==> src/rtl/core_pkg.sv <==
// Shared core types: jump kind, control-sequencer states and next-PC source.
package core_pkg;

    typedef enum logic [1:0] {
        JumpNone = 2'd0,
        JumpJal  = 2'd1,
        JumpJalr = 2'd2
    } jump_e;

    typedef enum logic [2:0] {
        Fetch,
        FetchWait,
        Decode,
        Execute,
        Mem,
        MemWait,
        Wb
    } ctrl_state_e;

    typedef enum logic [1:0] {
        PcPlus4  = 2'd0,
        PcTarget = 2'd1,
        PcAlu    = 2'd2
    } pc_sel_e;

    localparam int unsigned InstretWidthDefault = 64;

    // Jalr outranks everything; Jal and a taken branch share the pc+imm adder.
    function automatic pc_sel_e next_pc_sel(logic [1:0] jump, logic branch, logic taken);
        if (jump == JumpJalr)                    return PcAlu;
        else if (jump == JumpJal || (branch && taken)) return PcTarget;
        else                                     return PcPlus4;
    endfunction

endpackage

==> src/rtl/instret_counter.sv <==
// Retired-instruction counter; wraps naturally at 2^Width.
module instret_counter #(
    parameter int unsigned Width = 64
) (
    input  logic             clk_i,
    input  logic             rst_i,
    input  logic             en_i,
    output logic [Width-1:0] count_o
);

    logic [Width-1:0] count_q;

    // Count one per enabled cycle; overflow wraps to zero.
    always_ff @(posedge clk_i) begin
        if (rst_i)     count_q <= '0;
        else if (en_i) count_q <= count_q + Width'(1);
    end

    assign count_o = count_q;

endmodule

==> src/rtl/core_ctrl_fsm.sv <==
// Multi-cycle control sequencer: fetch/decode/execute/mem/writeback over one
// shared memory port, with datapath enables, next-PC select and retire count.
module core_ctrl_fsm
    import core_pkg::*;
#(
    parameter int unsigned InstretWidth = InstretWidthDefault
) (
    input  logic                    clk_i,
    input  logic                    rst_i,
    output logic                    mem_valid_o,
    input  logic                    mem_ready_i,
    output logic                    mem_we_o,
    output logic                    mem_is_fetch_o,
    input  logic                    mem_rvalid_i,
    output logic                    ir_we_o,
    output logic                    mdr_we_o,
    output logic                    alu_we_o,
    output logic                    rf_we_o,
    output logic                    pc_we_o,
    output logic [1:0]              pc_sel_o,
    input  logic                    reg_wb_i,
    input  logic                    mem_read_i,
    input  logic                    mem_write_i,
    input  logic                    branch_i,
    input  logic [1:0]              jump_i,
    input  logic                    branch_taken_i,
    output logic                    retire_o,
    output logic [InstretWidth-1:0] instret_o
);

    ctrl_state_e state_q, state_d;

    // State register; reset aborts whatever instruction is in flight.
    always_ff @(posedge clk_i) begin
        if (rst_i) state_q <= Fetch;
        else       state_q <= state_d;
    end

    // Next state and strobes. Request attributes come from state only;
    // IR/MDR latches are qualified by the read response.
    always_comb begin
        state_d        = state_q;
        mem_valid_o    = 1'b0;
        mem_we_o       = 1'b0;
        mem_is_fetch_o = 1'b0;
        ir_we_o        = 1'b0;
        mdr_we_o       = 1'b0;
        alu_we_o       = 1'b0;
        rf_we_o        = 1'b0;
        pc_we_o        = 1'b0;
        pc_sel_o       = PcPlus4;
        retire_o       = 1'b0;
        unique case (state_q)
            Fetch: begin
                mem_valid_o    = 1'b1;
                mem_is_fetch_o = 1'b1;
                if (mem_ready_i) state_d = FetchWait;
            end
            FetchWait: begin
                if (mem_rvalid_i) begin
                    ir_we_o = 1'b1;
                    state_d = Decode;
                end
            end
            Decode: state_d = Execute;
            Execute: begin
                alu_we_o = 1'b1;
                state_d  = (mem_read_i || mem_write_i) ? Mem : Wb;
            end
            Mem: begin
                mem_valid_o = 1'b1;
                mem_we_o    = mem_write_i;
                if (mem_ready_i) state_d = mem_write_i ? Wb : MemWait;
            end
            MemWait: begin
                if (mem_rvalid_i) begin
                    mdr_we_o = 1'b1;
                    state_d  = Wb;
                end
            end
            Wb: begin
                rf_we_o  = reg_wb_i;
                pc_we_o  = 1'b1;
                retire_o = 1'b1;
                pc_sel_o = next_pc_sel(jump_i, branch_i, branch_taken_i);
                state_d  = Fetch;
            end
            default: state_d = Fetch;
        endcase
        // Nothing may commit or request during the reset cycle.
        if (rst_i) begin
            mem_valid_o    = 1'b0;
            mem_we_o       = 1'b0;
            mem_is_fetch_o = 1'b0;
            ir_we_o        = 1'b0;
            mdr_we_o       = 1'b0;
            alu_we_o       = 1'b0;
            rf_we_o        = 1'b0;
            pc_we_o        = 1'b0;
            pc_sel_o       = PcPlus4;
            retire_o       = 1'b0;
        end
    end

    instret_counter #(.Width(InstretWidth)) u_instret (
        .clk_i   (clk_i),
        .rst_i   (rst_i),
        .en_i    (retire_o),
        .count_o (instret_o)
    );

    // A read response is only legal while a read is outstanding.
    a_rvalid_expected: assert property (@(posedge clk_i) disable iff (rst_i)
        mem_rvalid_i |-> (state_q == FetchWait || state_q == MemWait));

endmodule
==> config.mk <==
export PLATFORM = sky130hd
export DESIGN_NAME = core_ctrl_fsm
export DESIGN_NICKNAME = d
export VERILOG_FILES = /design/src/rtl/core_pkg.sv /design/src/rtl/instret_counter.sv /design/src/rtl/core_ctrl_fsm.sv
export SDC_FILE = /design/constraint.sdc
export NUM_CORES = 1
export LEC_CHECK = 0
export CAP_MARGIN = 15
export CORE_ASPECT_RATIO = 0.7
export CORE_MARGIN = 1.5
export CORE_UTILIZATION = 55
export CTS_CLUSTER_DIAMETER = 150
export DETAILED_ROUTE_END_ITERATION = 6
export DONT_BUFFER_PORTS = 1
export PLACE_DENSITY_LB_ADDON = 0.12
export SYNTH_ARGS = -nofsm -noshare
export SYNTH_HDL_FRONTEND = slang
export SYNTH_HIERARCHICAL = 1
export SYNTH_SLANG_ARGS = --single-unit
==> constraint.sdc <==
create_clock -name clk_i -period 2.05 [get_ports clk_i]
set_input_delay 0.41 -clock clk_i [delete_from_list [all_inputs] [get_ports clk_i]]
set_output_delay 0.41 -clock clk_i [all_outputs]
set_load 0.05 [all_outputs]
Word level (Yosys, flattened, before mapping)
Cells that the tools add are included.
{"block": "totals", "word_cells": 49, "regBits": 67, "output_inout_bits": 75, "in_bits": 11}
{"block": "op_classes", "addsub": 1, "eq_ne": 12, "reduce_logical": 6, "mux": 28}
{"cell": "64-bit by 1-bit adder with 64-bit output, second input constant", "count": 1}
{"cell": "1-bit 2-to-1 mux", "count": 18}
{"cell": "3-bit one-hot mux with 6 select lines", "count": 1}
{"cell": "3-bit 2-to-1 mux", "count": 4}
{"cell": "2-bit 2-to-1 mux", "count": 5}
{"cell": "3-bit equality test, second input constant", "count": 3}
{"cell": "2-bit inequality test, second input constant", "count": 4}
{"cell": "3-bit by 2-bit equality test with 1-bit output, second input constant", "count": 2}
{"cell": "4-bit AND reduction", "count": 1}
{"cell": "3-bit by 1-bit equality test with 1-bit output, second input constant", "count": 1}
{"cell": "3-bit zero test", "count": 1}
{"cell": "2-bit by 1-bit equality test with 1-bit output, second input constant", "count": 1}
{"cell": "2-bit equality test, second input constant", "count": 1}
{"cell": "1-bit logical OR", "count": 2}
{"cell": "2-bit OR reduction", "count": 1}
{"cell": "1-bit logical AND", "count": 1}

Logic depth before layout (Yosys ltp)
{"block": "logic_depth", "depth_word": 6, "depth_mapped": 8, "depth_no_buf": 7}

Modules after synthesis
The synthesis kept the hierarchy.
{"mod": "instret_counter", "cells_each": 347, "area_per_inst_um2": 3027.9, "seq_area_each_um2": 1281.2, "n_inst": 1}
{"mod": "core_ctrl_fsm", "cells_each": 36, "area_per_inst_um2": 316.6, "seq_area_each_um2": 60.1, "n_inst": 1}

Least setup slack after synthesis
OpenSTA, ideal clock, no wires.
{"block": "synth_timing", "path_type": "reg-to-output", "from": "reg state_q[0]", "to": "out mem_we_o", "slack_ns": -0.579, "arrival_time_ns": 2.219, "stages_incl_launch_ff": 4, "path_buffers": 1, "required_time_ns": 1.640, "path_cell_list": "dfxtp_1 buf_6 nor3_1 and3_1"}
{"block": "synth_via", "elab_chain_len": 3}
{"element": "from (decl)", "line_no": "core_ctrl_fsm.sv:31", "text": "ctrl_state_e state_q, state_d;"}
{"element": "from (signal assigned)", "line_no": "core_ctrl_fsm.sv:35", "text": "if (rst_i) state_q <= Fetch;"}
{"element": "from (signal assigned)", "line_no": "core_ctrl_fsm.sv:36", "text": "else state_q <= state_d;"}
{"element": "3-bit equality test", "line_no": "core_ctrl_fsm.sv:53", "text": "unique case (state_q)"}
{"element": "1-bit 2-to-1 mux", "line_no": "core_ctrl_fsm.sv:53"}
{"element": "1-bit 2-to-1 mux", "line_no": "core_ctrl_fsm.sv:91", "text": "if (rst_i) begin"}
{"element": "to (decl)", "line_no": "core_ctrl_fsm.sv:12", "text": "output logic mem_we_o,"}
No other way between the ends.

Worst setup path in the final report
{"block": "layout_timing", "from": "reg state_q[2]", "to": "out pc_sel_o[1]"}
{"block": "layout_via", "elab_chain_len": 3}
{"element": "3-bit equality test", "line_no": "core_ctrl_fsm.sv:53"}
{"element": "2-bit 2-to-1 mux", "line_no": "core_ctrl_fsm.sv:53"}
{"element": "2-bit 2-to-1 mux", "line_no": "core_ctrl_fsm.sv:91"}
{"element": "to (decl)", "line_no": "core_ctrl_fsm.sv:20", "text": "output logic [1:0] pc_sel_o,"}
No other way between the ends.

==> metrics.md <==
| Metric | Value |
|---|---|
| Library cells used by synthesis | between 40 and 50 |
| Register-to-register setup slack | 0 ps |
| Clk slew on worst S/H paths | ~70 ps |
| Unrepaired setup endpoints after global routing | yes |
| Worst stage delay on the critical path | approximately 360 ps |
| Aggregate routed wire length | between 9000 and 10000 um |
| Period minus WS final | about 2100 ps |
| Port Buffer Count | 0 |
| Min-Delay Startpoint | rst_i |
| Portion of the post-synthesis area used by sequential elements | 40.10% |
| Setup crit end kind | primary output |
| H-tree Lvls | 3 |
| Worst hold path endpoint | state_q[1] |
| Worst-skew pair later-pin latency | around 340 ps |
| Fraction of final layout cells sized beyond drive strength 1 | between 30 and 40% |
| Synthesized area | roughly 3300 um2 |
| Final layout net count | between 400 and 500 |
| ANT cells | 0 |
| Setup Viol. Count Final | 1 |
| Failing checks | negative setup slack |
| Initial core utilization | between 50 and 60% |
| Most heavily used metal layer in global routing | met2 |
| Largest fanout on the critical path | 8 |
| DR iter-0 viols | between 150 and 200 |
| Hold Path Stages | 1 |
| Number of global-route vias before repair | between 2000 and 3000 |
| Antenna-violating nets left | 0 |
| Number of endpoints with negative hold slack in the final report | 0 |
| Commonest non-fill, non-tap cell in the layout | buf_4 |
| Growth of design area from synthesis to finish | 35.62% |
| Capture instance of the worst register-to-register path | u_instret/count_o[55] |
| Worst setup startpoint | state_q[2] |
| Max IR drop VDD | 0.4614 mV |
| Final Cycle Share | 101.0% |
| Bufs and invs on worst path | 3 |
| Worst relative slew slack | 56.00% |
| R2r worst-path depth | 9 |
| Most frequent cells in the layout | buf_4, dfxtp_1, nor2_1 |
| Slowest stage cell, crit path | dfxtp_4 |
| Final weighted congestion in routability-driven placement | ~0.83 |
| Synthesized area per cell | around 8.7 um2 |
| Wire length of the first global-routing pass | 13530 um |
| Final hold slack | about 130 ps |
| Die W | ~96 um |
| Path class of the lowest-slack min-delay path | primary input to flip-flop |
| Num rows | 23 |
| Setup skew after layout | approximately 7.6 ps |
| Final setup slack of the worst path | -20.83 ps |
| Number of sinks driven by the clock tree | 67 |
| Setup slack at placement | 29.45 ps |
| Number of max-cap violations | 0 |
| HPWL Detailed | between 6000 and 7000 um |
| Pin count of the biggest net entering global routing | 74 |
| Cell breakdown of the critical path | nand2_4 -> nor3_4 -> buf_4 -> buf_12 -> and3b_2 -> buf_12 |
| Top-level port count | between 80 and 90 |
| Number of warnings reported in the yosys synthesis log | 6 |
| Top Family by Delay on Critical Path | simple AND/OR/NAND/NOR gates |
| Full die area | approximately 6600 um2 |
| Overall overflow remaining after global route | 0 |
| First-pass iteration count of the detailed router | 7 |
| Die extent in y | around 68 um |
| Kind of start point of the critical path | flip-flop |
| Number of max-slew violations in the final report | 0 |
| Core ar. | roughly 5800 um2 |
| Most used cell along the critical path | buf_12 |
| Result of the run | finished, violations left |
| Worst Path Arrival | between 1500 and 2000 ps |
| Data required time at the worst endpoint | about 1600 ps |
| Via Count | between 3000 and 4000 |
| Clock Tree Root | clkbuf_8 |
| Total nets after synthesis | 395 |
| Non-Filler Instances | roughly 570 |
| Clock tree buffer depth | 2 |
| Avg WL per Cell | between 15 and 20 um |
| GR Layer Usage met2 | between 40% and 50% |
| Gate count of the mapped netlist | between 300 and 400 |
| Critical path class | flip-flop to primary output |
| Met3 capacity usage during global routing | 10.78% |
| Clock tree from TritonCTS | done |
| Placed Cells incl. Taps | about 540 |
| Count of state elements after synthesis | 67 |
| Total global-route track usage | between 20% and 30% |
| Max Clk Rate | between 400 and 500 MHz |
| Total Power | approximately 2600 uW |
| Launch point of the worst reg-to-reg path | state_q[2] |
| Worst-margin pin slew | between 600 and 700 ps |
| Global-route track usage on met1 | 36.98% |
| Via-to-Cell Ratio | ~5.8 |
| Total DRC errors in the routed layout | 0 |
| Power Density | around 570 nW/um2 |
| TritonCTS Buffers | 9 |
| Filler cell count in the final layout | slightly above 400 |
| Number of antenna violations at the first check in global routing | 0 |
| LEAKAGE | approximately 0.0018 uW |
| Cts hold-fix bufs | 0 |
## metal layers
layer / up-vias / part of all wire, %
met5: - / 0
met4: 0 / 0.87
met3: 8 / 8.7
met2: 119 / 45
met1: 1567 / 45
li1: 1600 / -
## worst register-to-register path, cell delays in order, from the launching register on
cell and delay (ps):
dfxtp_4 360, nand2_4 60, nor3_4 200, buf_4 160, nand4_4 110, nor3_4 170, nand4_1 150, buf_6 180
or4_1 430, a21oi_2 170
## power by group
group | switching [uW] | internal (uW)
clock | 505 | 687
combinational | 55.7 | 39.1
sequential | 5.41 | 1300
## worst max path at each step
stage / endpoint / depth (start not counted)
2_1_floorplan: mem_is_fetch_o / 2
3_3_place_gp: u_instret/count_o[54] / 6
3_5_place_dp: u_instret/count_o[55] / 8
4_1_cts: u_instret/count_o[20] / 10
5_1_grt: u_instret/count_o[47] / 11
6_report: pc_sel_o[1] / 6
## layout make-up
class / instances / area (um2) / share of cell area, %
repair buffers: 106 / 860.8 / 18.98
multi-input cells: 293 / 1991 / 43.89
well taps: 75 / 93.84 / 2.069
clock buffers: 12 / 135.1 / 2.979
inverters: 8 / 30.03 / 0.6621
flip-flops and latches: 67 / 1350 / 29.77
clock inverters: 4 / 75.07 / 1.655
## sequential cells by signal, summed over array words and instances, names as in the netlist
name / flops
state_q: 3
u_instret/count_o: 64
## synthesized netlist by cell type (all sizes together)
| library cell | count | share of area, % |
|---|---|---|
| dfxtp | 67 | 40 |
| a211oi | 1 | 0.37 |
| or4 | 7 | 1.6 |
| o21ai | 21 | 3.1 |
| nand2 | 18 | 2.1 |
| and2 | 3 | 0.56 |
| nor4bb | 1 | 0.30 |
| nor4 | 12 | 3.6 |
| ha | 1 | 0.37 |
| o211ai | 2 | 0.45 |
| xor2 | 25 | 6.5 |
| inv | 8 | 0.90 |
| mux2i | 1 | 0.30 |
| xnor2 | 12 | 3.1 |
| nor2b | 3 | 0.56 |
| nand3b | 3 | 0.67 |
| or3 | 19 | 3.6 |
| and3 | 8 | 1.5 |
| nand4b | 1 | 0.26 |
| nand3 | 22 | 3.4 |
| mux2 | 2 | 0.67 |
| nand4 | 34 | 7.7 |
| clkbuf | 7 | 0.79 |
| nor3b | 1 | 0.37 |
| or2 | 1 | 0.19 |
| nor2 | 48 | 5.6 |
| a21oi | 28 | 4.2 |
| o31ai | 7 | 1.6 |
| nand2b | 2 | 0.37 |
| and3b | 1 | 0.26 |
| buf | 8 | 1.7 |
| nor3 | 7 | 1.7 |
| nor4b | 2 | 1.4 |
## kinds of logic (layout without fill, tap and decap cells)
group | count (synthesis) | after routing | share of synthesized area (%)
muxes | 3 | 3 | 0.9727
xor gates and xnor gates | 37 | 37 | 9.689
buffers and inverters | 23 | 130 | 3.367
AOI/OAI and AO/OA | 59 | 59 | 9.727
adders and majority gates | 1 | 1 | 0.3741
DFF | 67 | 67 | 40.10
and+or+nand+nor | 193 | 193 | 35.77
## repair_timing
action                     CTS  global route
buffers inserted             2            12
hold endpoints to repair     0             0
setup endpoints to repair    3            24
gates resized for setup      4            12
pin swaps                    1             5
## per-stage QoR
step	utilization [%]	TNS [ps]	cell area, um2
floorplan	-	-11400	3420
global placement	71.60	0	4141
detailed placement	71.60	0	4141
CTS	75.77	0	4383
global route	78.41	-1199	4536
finish	78.41	-20.83	4536
Note: power is estimated with default switching activity, not from simulation.
